<file path="src/rtl/uart_pkg.sv">
// Shared UART definitions: serializer state encoding, frame width and default baud divisor.
package uart_pkg;

  typedef enum logic [1:0] {
    S_IDLE  = 2'd0,
    S_START = 2'd1,
    S_DATA  = 2'd2,
    S_STOP  = 2'd3
  } tx_state_e;

  localparam int DATA_BITS            = 8;
  localparam int DEFAULT_CLKS_PER_BIT = 868;

endpackage

</file>
<file path="src/rtl/byte_fifo.sv">
// Synchronous byte FIFO with registered occupancy count and a zero-latency head on rd_data.
module byte_fifo #(
  parameter int DEPTH = 16
) (
  input  logic                     clk,
  input  logic                     sw_reset,
  input  logic                     wr_en,
  input  logic [7:0]               wr_data,
  input  logic                     rd_en,
  output logic [7:0]               rd_data,
  output logic                     full,
  output logic                     empty,
  output logic [$clog2(DEPTH):0]   count,
  output logic                     overflow
);

  localparam int AW = $clog2(DEPTH);
  localparam int CW = AW + 1;

  logic [7:0]    mem_q [DEPTH];
  logic [AW-1:0] wr_ptr_q, wr_ptr_d;
  logic [AW-1:0] rd_ptr_q, rd_ptr_d;
  logic [CW-1:0] count_q, count_d;
  logic          overflow_q, overflow_d;
  logic          wr_ok, rd_ok;

  // Occupancy decides full/empty, so equal pointers are never ambiguous.
  assign full    = (count_q == CW'(DEPTH));
  assign empty   = (count_q == '0);
  assign wr_ok   = wr_en & ~full;
  assign rd_ok   = rd_en & ~empty;
  assign rd_data = mem_q[rd_ptr_q];

  always_comb begin
    wr_ptr_d   = wr_ptr_q;
    rd_ptr_d   = rd_ptr_q;
    count_d    = count_q + CW'(wr_ok) - CW'(rd_ok);
    overflow_d = overflow_q | (wr_en & full);
    if (wr_ok) wr_ptr_d = wr_ptr_q + AW'(1);
    if (rd_ok) rd_ptr_d = rd_ptr_q + AW'(1);
  end

  always_ff @(posedge clk) begin
    if (sw_reset) begin
      wr_ptr_q   <= '0;
      rd_ptr_q   <= '0;
      count_q    <= '0;
      overflow_q <= 1'b0;
    end else begin
      wr_ptr_q   <= wr_ptr_d;
      rd_ptr_q   <= rd_ptr_d;
      count_q    <= count_d;
      overflow_q <= overflow_d;
    end
  end

  always_ff @(posedge clk) begin
    if (!sw_reset && wr_ok) mem_q[wr_ptr_q] <= wr_data;
  end

  assign count    = count_q;
  assign overflow = overflow_q;

endmodule

</file>
<file path="src/rtl/uart_tx_buffered.sv">
// 8N1 UART transmitter fed by a byte FIFO; line outputs are registered one cycle behind the FSM.
//   state   | meaning
//   S_IDLE  | line idle, waiting for a queued byte
//   S_START | start bit (0)
//   S_DATA  | 8 data bits, LSB first
//   S_STOP  | stop bit (1); chains straight into S_START if more bytes wait
module uart_tx_buffered
  import uart_pkg::*;
#(
  parameter int CLKS_PER_BIT = DEFAULT_CLKS_PER_BIT,
  parameter int FIFO_DEPTH   = 16
) (
  input  logic                         clk,
  input  logic                         sw_reset,
  input  logic                         wr_en,
  input  logic [7:0]                   wr_data,
  output logic                         full,
  output logic                         empty,
  output logic [$clog2(FIFO_DEPTH):0]  count,
  output logic                         overflow,
  output logic                         TxD,
  output logic                         tx_active,
  output logic                         tx_done
);

  localparam int                BAUD_W    = $clog2(CLKS_PER_BIT);
  localparam logic [BAUD_W-1:0] BAUD_LAST = BAUD_W'(CLKS_PER_BIT - 1);

  tx_state_e         state_q, state_d;
  logic [BAUD_W-1:0] baud_q, baud_d;
  logic [2:0]        bit_q, bit_d;
  logic [7:0]        shift_q, shift_d;
  logic              txd_q, txd_d;
  logic              active_q, active_d;
  logic              done_q, done_d;
  logic              pop, bit_end;
  logic [7:0]        fifo_data;

  byte_fifo #(.DEPTH(FIFO_DEPTH)) u_fifo (
    .clk      (clk),
    .sw_reset (sw_reset),
    .wr_en    (wr_en),
    .wr_data  (wr_data),
    .rd_en    (pop),
    .rd_data  (fifo_data),
    .full     (full),
    .empty    (empty),
    .count    (count),
    .overflow (overflow)
  );

  assign bit_end = (baud_q == BAUD_LAST);

  always_comb begin
    state_d = state_q;
    baud_d  = baud_q;
    bit_d   = bit_q;
    shift_d = shift_q;
    pop     = 1'b0;
    if (state_q != S_IDLE) baud_d = bit_end ? '0 : baud_q + BAUD_W'(1);
    case (state_q)
      S_IDLE: begin
        if (!empty) begin
          pop     = 1'b1;
          shift_d = fifo_data;
          baud_d  = '0;
          state_d = S_START;
        end
      end
      S_START: if (bit_end) state_d = S_DATA;
      S_DATA: begin
        if (bit_end) begin
          shift_d = {1'b0, shift_q[7:1]};
          bit_d   = bit_q + 3'd1;
          if (bit_q == 3'(DATA_BITS - 1)) state_d = S_STOP;
        end
      end
      S_STOP: begin
        if (bit_end) begin
          if (!empty) begin
            pop     = 1'b1;
            shift_d = fifo_data;
            state_d = S_START;
          end else begin
            state_d = S_IDLE;
          end
        end
      end
      default: state_d = S_IDLE;
    endcase
  end

  always_comb begin
    txd_d    = 1'b1;
    active_d = (state_q != S_IDLE);
    done_d   = (state_q == S_STOP) && bit_end;
    case (state_q)
      S_START: txd_d = 1'b0;
      S_DATA:  txd_d = shift_q[0];
      default: txd_d = 1'b1;
    endcase
  end

  always_ff @(posedge clk) begin
    if (sw_reset) begin
      state_q  <= S_IDLE;
      baud_q   <= '0;
      bit_q    <= '0;
      shift_q  <= '0;
      txd_q    <= 1'b1;
      active_q <= 1'b0;
      done_q   <= 1'b0;
    end else begin
      state_q  <= state_d;
      baud_q   <= baud_d;
      bit_q    <= bit_d;
      shift_q  <= shift_d;
      txd_q    <= txd_d;
      active_q <= active_d;
      done_q   <= done_d;
    end
  end

  assign TxD       = txd_q;
  assign tx_active = active_q;
  assign tx_done   = done_q;

endmodule

</file>
<file path="config.mk">
export PLATFORM = sky130hd
export DESIGN_NAME = uart_tx_buffered
export DESIGN_NICKNAME = d
export VERILOG_FILES = /design/src/rtl/uart_pkg.sv /design/src/rtl/byte_fifo.sv /design/src/rtl/uart_tx_buffered.sv
export SDC_FILE = /design/constraint.sdc
export NUM_CORES = 1
export LEC_CHECK = 0
export CAP_MARGIN = 20
export CELL_PAD_IN_SITES_DETAIL_PLACEMENT = 1
export CELL_PAD_IN_SITES_GLOBAL_PLACEMENT = 1
export CORE_ASPECT_RATIO = 1.1
export CORE_MARGIN = 2
export CORE_UTILIZATION = 51
export DETAILED_ROUTE_END_ITERATION = 12
export PLACE_DENSITY = 0.82
export SYNTH_ARGS = -nofsm -noshare
export SYNTH_HDL_FRONTEND = slang
export SYNTH_SLANG_ARGS = --single-unit
</file>
<file path="constraint.sdc">
create_clock -name clk -period 5.55 [get_ports clk]
set_clock_uncertainty 0.2 [all_clocks]
set_input_delay 1.11 -clock clk [delete_from_list [all_inputs] [get_ports clk]]
set_output_delay 1.11 -clock clk [all_outputs]
set_load 0.005 [all_outputs]
</file>
==> results of run 1 <==
==> flip-flops by register name, summed over array words and instances, names as in the netlist, named ones only <==
signal           cells
u_fifo.wr_ptr_q      4
TxD                  1
u_fifo.count         5
u_fifo.mem_q       128
u_fifo.rd_ptr_q      4
u_fifo.overflow      1
bit_q                3
shift_q              8
tx_active            1
tx_done              1
state_q              2
baud_q              10
==> kinds of logic after synthesis <==
family	count (synthesis)	synth area share [%]
flops	172	67.6
simple gates	142	9.92
compound gates	45	4.48
mux	36	10.9
buf+inv	30	1.86
fa+ha+maj	20	3.69
xor+xnor	12	1.50
==> area by class of cell <==
type,instances,share of cell area (%)
multi-input combinational,255,26.9
timing repair buffer,23,3.00
clock inverter,15,1.75
clock buffer,17,5.37
sequential,172,59.6
inverter,11,0.521
tap,184,2.90
==> through the flow <==
| step | instance area, um2 | hold WS (ns) |
|---|---|---|
| final | 7930 | 0.262 |
| after global routing | 7930 | 0.295 |
| after CTS | 7910 | 0.263 |
| after detailed placement | 7340 | 0.253 |
| after global placement | 7340 | 0.248 |
| after floorplan | 6980 | 0.240 |
==> worst reg2reg max path, stage by stage, from the launching register on <==
cell,delay (ns)
dfxtp_1,0.40
inv_1,0.12
ha_1,0.38
a41oi_1,0.50
nor2_1,0.18
ha_1,0.32
inv_1,0.05
ha_1,0.20
fa_1,0.42
a21oi_1,0.18
nor2_1,0.05
nor2_1,0.11
xnor2_1,0.13
nor2_1,0.05
==> layout by cell type (no fill, tap or decap), drive strengths merged, types with 6 or more instances in the layout <==
cell type	count
a21oi	11
clkbuf	17
clkdlybuf4s50	21
clkinv	6
dfxtp	44
edfxtp	128
ha	19
inv	17
mux4	32
nand2	16
nand3	7
nor2	74
nor3	8
nor4	7
o22ai	14
xnor2	8
==> power by group through the flow <==
stage | combinational [mW] | clock, mW | sequential [mW]
6_report | 0.938 | 1.13 | 1.56
5_1_grt | 1.04 | 1.20 | 1.57
4_1_cts | 0.906 | 1.15 | 1.60
3_5_place_dp | 0.885 | 0 | 1.62
3_3_place_gp | 0.834 | 0 | 1.61
2_1_floorplan | 0.692 | 0 | 1.54
==> per-layer routing <==
layer  up-vias  share of wire [%]
met1      1998                 41
met2        87                 53
li1       1787                  -
met5         -                  0
met4         0                2.4
met3        30                4.3
==> worst paths after layout <==
path / from / end / slack, ns / cells after the start
setup / recovery: u_fifo.count[3] / full / 2.06 / 4
hold / removal: bit_q[1] / bit_q[1] / 0.26 / 2
setup reg to reg: state_q[0] / u_fifo.count[4] / 2.12 / 13
hold reg to reg: bit_q[1] / bit_q[1] / 0.26 / 2
==> out/metrics.cfg, run 1 <==
[global_route]
first_global_vias = 4246
grtUsageMet2_pct = 37.9
use_met3_pct = 5.97
grt_start_max_net_pins = 43
track_usage_pct = 22.9
grt-ovfl-total = 0
grt_pass1_wl_um = 24400
use_met1_pct = 28.9
antenna_found_initial = 0
top_usage_layer = met2

[setup_path]
crit_arrival_ns = 2.18
max_stage_delay_ns = 0.63
path_class = reg -> out
critical_path_buf_inv_count = 2
cp_cell_sequence = inv_1, ha_1, nor4bb_1, clkdlybuf4s50_1
path_max_fanout = 3
crit_slowest_cell = clkdlybuf4s50_1
required_ns = 4.24
crit_family = buffers and inverters
cp-start-kind = flop
worstSetupEndpointType = output port

[timing]
period_share_pct = 62.9
setup_tns_ns = 0
worst_slack_ns = 2.06
setup_violations = 0
worst_pin_slew_ns = 0.949
fin_crit_ns = 3.49
rsz0062_at_grt = false
max_slew_margin_pct = 36.6
slew_violations = 0
hold_violations = 0
max_freq_ghz = 0.287

[power]
totalPowerFinal_mw = 3.63
switching_share_pct = 30.4
total_leakage_power_nw = 2.62
seq_power_share_pct = 42.9
ir_drop_mv = 0.269
p_sw_mw = 1.11
p_clk_share_pct = 31.2
p_int_mw = 2.53
p_per_area_nw_per_um2 = 458
power_frac_comb_pct = 25.8

[clock_tree]
cts_resized = 0
cts_setup_buffers = 0
cts.path.max_buffers = 2
cts_inserted_buffers = 17
cts.hold.buffers_added = 0
numClockSinks = 172
cts.reportedPaths.clkPinSlew_ns = 0.07
cts-root-buf = clkbuf_16
htree_levels = 4
clock_latency_ns = 0.43
cts_tree = built

[synthesis]
synth_seq_cells = 172
ys_async_sr_fraction_pct = 0
ys.flop_type = edfxtp_1
synth_area_um2 = 6980
synth_edf_count = 128
yosysUniqueCellTypes = 45
syn_avg_cell_area_um2 = 15.3
synth_common_cells = 128 x edfxtp_1, 74 x nor2_1, 44 x dfxtp_1
synth_cells = 457
synth_nets = 488
synth_most_common_cell = edfxtp_1
synthTopCellsByArea = edfxtp_1 55%, dfxtp_1 13%, mux4_2 10%, nor2_1 4.0%, ha_1 3.4%
yosys.area.top_type = edfxtp_1
synth_top_cell_area_share_pct = 55.0
ys_seq_area_share_pct = 67.6
yosys_warnings = 0

[finish]
fin_nets = 511
ff_latch_area_um2 = 4730
drive_gt1_share_pct = 15.0
multi_input_area_um2 = 2130
finalNonFillerCells = 677
antennaDiodeCount = 0
final.fill_count = 1227
utilization_pct = 59.8
area_growth_pct = 13.5

[floorplanning]
io_pins = 22
start_util_pct = 52.6
rows = 44
die-area_um2 = 14600
fp.dieW_um = 116
die-height_um = 127
core_um2 = 13300

[route]
wl_per_cell_um = 22.5
antenna_left = 0
wirelength_um = 15200
vias_per_cell = 5.76
drt_iter0_drc = 239
drtPass1Iterations = 4
drc = 0
dr_total_vias = 3902

[placed_design]
post-place-ws_ns = 1.76
io_buffers = 21
dp.cells = 644
dp_hpwl_um = 9970
gp_congestion = 0.825

[status]
status = completed

[min_path]
hp-class = reg -> reg

[job]
cap_violations = 0

No activity file was read; power rests on OpenSTA's default activity.
==> run 2, diff against run 1 <==
==> constraint.sdc (replaced) <==
create_clock -name clk -period 3.4 [get_ports clk]
set_clock_uncertainty 0.2 [all_clocks]
set_input_delay 0.68 -clock clk [delete_from_list [all_inputs] [get_ports clk]]
set_output_delay 0.68 -clock clk [all_outputs]
set_load 0.005 [all_outputs]
==> run 2 against run 1 <==
  * Sequential cell count is the same
  * Cell count grew 2.4%
  * Core utilization grew 1.3 points
  * Critical path depth unchanged
  * Highest routed layer unchanged
  * Register-to-register slack lost 1.9 ns
  * Critical endpoint unchanged
  * Routed wire length up 0.56%
  * Global-route usage about the same
  * Die area unchanged
  * Largest cell class unchanged
  * Hold slack got worse by 0.00063 ns
==> out/metrics.cfg, run 2 (same netlist as run 1, synthesis figures left out) <==
[finish]
antennaDiodeCount = 0  ; unchanged
utilization_pct = 61.1  ; +1.3 points
top_regs = u_fifo.mem_q (128), baud_q (10), shift_q (8)
final_common_cell = edfxtp_1
finalInstanceArea_um2 = 8110  ; +2.2%
top_register = u_fifo.mem_q
drive_gt1_share_pct = 18.3  ; +3.3 points
fin_nets = 527  ; +3.1%
layout_common_cells = 128 x edfxtp_1, 74 x nor2_1, 43 x dfxtp_1
largest_reg_flops = 128  ; unchanged
area_growth_pct = 16.1

[route]
antenna_left = 0  ; unchanged
drc = 0  ; unchanged
vias_per_cell = 5.74  ; -0.41%
wl_per_cell_um = 22.1  ; -1.8%
wirelength_um = 15300  ; +0.56%
drt_iter0_drc = 274  ; +15%
drtPass1Iterations = 4  ; unchanged
dr_total_vias = 3978  ; +1.9%

[floorplanning]
die-area_um2 = 14600  ; unchanged
core_um2 = 13300  ; unchanged
fp.dieW_um = 116  ; unchanged
io_pins = 22  ; unchanged
rows = 44  ; unchanged
die-height_um = 127  ; unchanged
start_util_pct = 52.6  ; unchanged

[placed_design]
gp_congestion = 0.790  ; -4.3%
dpl_cell_area_um2 = 7480  ; +1.9%
post-place-ws_ns = 0.287  ; -1.47 ns
io_buffers = 21  ; unchanged
dp_hpwl_um = 10400  ; +4.7%

[timing]
period_share_pct = 94.1
slew_violations = 0  ; unchanged
fin_crit_ns = 3.20
rsz0062_at_grt = false
worst_pin_slew_ns = 1.00  ; +0.0538 ns
setup_tns_ns = 0  ; unchanged
setup_violations = 0  ; unchanged
worst_slack_ns = 0.200  ; -1.86 ns
max_slew_margin_pct = 32.9  ; -3.8 points
hold_slack_ns = 0.262  ; -0.000633 ns
max_freq_ghz = 0.312
hold_violations = 0  ; unchanged

[setup_path]
timing.rr.end = u_fifo.count[4]
path_max_fanout = 3  ; unchanged
rr_worst_depth = 13  ; unchanged
required_ns = 2.52  ; -1.72 ns
r2r_slack_ns = 0.25  ; -1.87 ns
max_stage_delay_ns = 0.65  ; +0.02 ns
endpoint = full
critical_path_buf_inv_count = 2  ; unchanged
crit_arrival_ns = 2.32  ; +0.14 ns
worstSetupEndpointType = output port
crit_family = buffers and inverters
cp-start-kind = flop
critPathLaunch = u_fifo.count[3]
path_class = reg -> out
cp_cell_sequence = inv_1, ha_1, nor4bb_1, clkdlybuf4s50_1
crit_slowest_cell = clkdlybuf4s50_1
cp_num_cells = 4  ; unchanged
r2r_start = state_q[0]

[job]
cap_violations = 0  ; unchanged

[clock_tree]
cts.hold.buffers_added = 0  ; unchanged
cts-root-buf = clkbuf_16
cts.path.max_buffers = 2  ; unchanged
cts_inserted_buffers = 17  ; unchanged
cts.reportedPaths.clkPinSlew_ns = 0.06  ; about the same
htree_levels = 4  ; unchanged
cts_tree = built
clock_latency_ns = 0.43  ; about the same
numClockSinks = 172  ; unchanged

[min_path]
hp-class = reg -> reg
min_from = bit_q[1]

[global_route]
grt_start_max_net_pins = 43  ; unchanged
track_usage_pct = 22.8  ; -0.033 points
grt-ovfl-total = 0  ; unchanged
antenna_found_initial = 0  ; unchanged
grt_pass1_wl_um = 24400  ; about the same
first_global_vias = 4545  ; +7.0%

[power]
ir_drop_mv = 0.400  ; +49%
switching_share_pct = 31.2  ; +0.72 points
p_clk_share_pct = 32.2  ; +1.0 points
seq_power_share_pct = 42.0  ; -0.9 points
p_sw_mw = 1.90  ; +72%
power_frac_comb_pct = 25.8  ; about the same
total_leakage_power_nw = 2.74  ; +4.5%
p_int_mw = 4.20  ; +66%
p_per_area_nw_per_um2 = 753  ; +64%

[status]
status = completed

[run 2: changes by cell type in the layout (fill, tap and decap cells not counted)]
cell and change:
buf_4 +16, inv_8 +6, clkinv_4 -3, clkinv_8 +3
clkinv_1 -2, clkinvlp_4 -2, inv_6 -2, a41oi_1 -1
a41oi_2 +1
[run 2: repair_timing]
action	CTS	global route
setup buffers	0	0
endpoints found under the setup margin	0	1
gates resized for setup	0	1
[run 2: per-stage QoR]
| step | cells | power, mW |
|---|---|---|
| 4_1_cts | 693 | 6.14 |
| 3_5_place_dp | 661 | 4.16 |
| 2_1_floorplan | 457 | 3.65 |
| 3_3_place_gp | 661 | 4.04 |
| 6_report | 693 | 6.10 |
| 5_1_grt | 693 | 6.37 |
[run 2: cell type report]
cell class	count	area, um2
repair buffers	39	358
clock inverters	15	189
fillers	1226	5160
inverters	11	41.3
multi-input cells	255	2140
clock buffers	17	425
flip-flops and latches	172	4730
well taps	184	230
[run 2: worst min path at each step]
| stage | cells after the start | endpoint |
|---|---|---|
| floorplan | 1 | baud_q[6] |
| global placement | 2 | bit_q[2] |
| detailed placement | 2 | bit_q[1] |
| CTS | 2 | bit_q[1] |
| global route | 2 | bit_q[2] |
| finish | 2 | bit_q[1] |
[run 2: tightest hold or removal path: stages (launching register included)]
cell	delay (ns)
dfxtp_1	0.31
nand2_1	0.05
a21oi_1	0.05
[run 2: per-layer routing]
| layer | global-route usage [%] | part of all wire (%) |
|---|---|---|
| met3 | 5.11 | 3.1 |
| met4 | 10.6 | 2.4 |
| met5 | 0 | 0 |
| met2 | 41.0 | 55 |
| met1 | 25.5 | 39 |
[run 2: power by group through the flow]
stage	sequential [mW]	combinational, mW	clock [mW]
CTS	2.57	1.58	1.99
global route	2.59	1.72	2.06
detailed placement	2.61	1.54	0
floorplan	2.52	1.13	0
global placement	2.60	1.44	0
finish	2.56	1.57	1.96
==> run 3, diff against run 2 <==
==> constraint.sdc (replaced) <==
create_clock -name clk -period 3.1 [get_ports clk]
set_clock_uncertainty 0.2 [all_clocks]
set_input_delay 0.62 -clock clk [delete_from_list [all_inputs] [get_ports clk]]
set_output_delay 0.62 -clock clk [all_outputs]
set_load 0.005 [all_outputs]
==> run 3 against run 2 <==
  * Critical path depth increased by 9
  * Setup slack lost 0.049 ns
  * Via count down 0.70%
  * Highest routed layer unchanged
==> out/metrics.cfg, run 3 (same netlist as run 1, synthesis figures left out) <==
[placed_design]
dp.cells = 667  ; +0.91%
io_buffers = 21  ; unchanged
dp_hpwl_um = 9950  ; -4.7%
gp_congestion = 0.754  ; -4.5%
dpl_cell_area_um2 = 7520  ; +0.43%
post-place-ws_ns = 0.0295  ; -0.258 ns

[global_route]
grt_pass1_wl_um = 24100  ; -0.99%
grt_start_max_net_pins = 42  ; -2.3%
antenna_found_initial = 0  ; unchanged
track_usage_pct = 22.9  ; +0.027 points
grt-ovfl-total = 0  ; unchanged
first_global_vias = 4282  ; -5.8%

[route]
drc = 0  ; unchanged
dr_total_vias = 3950  ; -0.70%
wl_per_cell_um = 21.7  ; -2.0%
vias_per_cell = 5.63  ; -2.0%
drtPass1Iterations = 4  ; unchanged
wirelength_um = 15200  ; -0.70%
drt_iter0_drc = 252  ; -8.0%
antenna_left = 0  ; unchanged

[power]
totalPowerFinal_mw = 6.55  ; +7.4%
ir_drop_mv = 0.439  ; +9.8%
p_per_area_nw_per_um2 = 807  ; +7.3%
total_leakage_power_nw = 2.74  ; about the same

[timing]
setup_violations = 0  ; unchanged
max_slew_margin_pct = 50.5  ; +18 points
worst_slack_ns = 0.150  ; -0.0492 ns
slew_violations = 0  ; unchanged
hold_violations = 0  ; unchanged
setup_tns_ns = 0  ; unchanged
rsz0062_at_grt = false
fin_crit_ns = 2.95
hold_slack_ns = 0.259  ; -0.00291 ns
max_freq_ghz = 0.339
period_share_pct = 95.1
worst_pin_slew_ns = 0.739  ; -0.264 ns

[clock_tree]
cts.hold.buffers_added = 0  ; unchanged
cts.reportedPaths.clkPinSlew_ns = 0.06  ; about the same
cts.path.max_buffers = 2  ; unchanged
cts_inserted_buffers = 17  ; unchanged
cts-root-buf = clkbuf_16
clock_latency_ns = 0.43  ; about the same
htree_levels = 4  ; unchanged
numClockSinks = 172  ; unchanged
cts_tree = built

[setup_path]
critPathLaunch = state_q[0]
rr_worst_depth = 13  ; unchanged
path_max_fanout = 4  ; +1
cp-start-kind = flop
timing.rr.end = u_fifo.count[4]
path_class = reg -> reg
crit_arrival_ns = 3.05  ; +0.73 ns
endpoint = u_fifo.count[4]
required_ns = 3.20  ; +0.68 ns
r2r_start = state_q[0]
worstSetupEndpointType = flop
r2r_slack_ns = 0.15  ; -0.10 ns

[finish]
area_growth_pct = 16.2  ; about the same
utilization_pct = 61.1  ; about the same
finalNonFillerCells = 702  ; +1.3%
top_register = u_fifo.mem_q
layout_common_cells = 128 x edfxtp_1, 73 x nor2_1, 41 x dfxtp_1
fin_nets = 536  ; +1.7%
final.fill_count = 1215  ; -0.90%
top_regs = u_fifo.mem_q (128), baud_q (10), shift_q (8)
final_common_cell = edfxtp_1
largest_reg_flops = 128  ; unchanged
finalInstanceArea_um2 = 8110  ; about the same
antennaDiodeCount = 0  ; unchanged
drive_gt1_share_pct = 19.9  ; +1.6 points

[floorplanning]
io_pins = 22  ; unchanged
start_util_pct = 52.6  ; unchanged
die-area_um2 = 14600  ; unchanged
core_um2 = 13300  ; unchanged
rows = 44  ; unchanged
fp.dieW_um = 116  ; unchanged
die-height_um = 127  ; unchanged

[min_path]
hp-class = reg -> reg

[job]
cap_violations = 0  ; unchanged

[status]
status = completed

==> run 3: cell types whose count changed in the layout (fill, tap and decap cells not counted), sizes merged <==
cell / before / now
clkinv: 4 / 9
buf: 18 / 27
inv: 21 / 14
clkinvlp: 0 / 2
==> run 3: worst min path at each step <==
stage / depth (start not counted) / start / end
global route: 2 / bit_q[1] / bit_q[1]
global placement: 2 / bit_q[2] / bit_q[2]
floorplan: 1 / baud_q[6] / baud_q[6]
CTS: 2 / bit_q[1] / bit_q[1]
detailed placement: 2 / bit_q[1] / bit_q[1]
finish: 2 / bit_q[1] / bit_q[1]
==> run 3: cell type report <==
class	count	area [um2]	area share (%)
Tap cell	184	230	2.84
Multi-Input combinational cell	255	2150	26.5
Clock buffer	17	425	5.24
Clock inverter	15	124	1.53
Inverter	11	41.3	0.509
Timing Repair Buffer	48	413	5.09
Sequential cell	172	4730	58.3
==> run 3: worst max-delay path, stage by stage, from the launching register on <==
cell     delay [ns]
dfxtp_2        0.37
inv_1          0.10
ha_1           0.32
or2_2          0.34
nor2_2         0.18
ha_1           0.15
inv_1          0.04
ha_1           0.21
fa_2           0.37
a21oi_1        0.17
nor2_1         0.05
nor2_1         0.11
xnor2_1        0.15
nor2_1         0.06
==> run 3: metal layers <==
metal / vias to the layer above / GRT usage [%] / part of all wire [%]
li1: 1837 / - / -
met1: 2011 / 27.8 / 41
met2: 73 / 38.4 / 53
met3: 29 / 4.92 / 3.2
met4: 0 / 11.5 / 2.8
met5: - / 0 / 0
==> run 3: report_power, final <==
part | total (mW) | leakage, nW | switching (mW) | internal (mW)
sequential | 2.77 | 1.51 | 0.142 | 2.63
clock | 1.97 | 0.263 | 0.873 | 1.10
combinational | 1.80 | 0.962 | 0.948 | 0.855
==> run 3: timing repair <==
action,in CTS,in global routing
buffers inserted,0,3
endpoints found under the setup margin,1,2
pin swaps,0,2
hold endpoints to repair,0,0
gates resized for setup,2,5
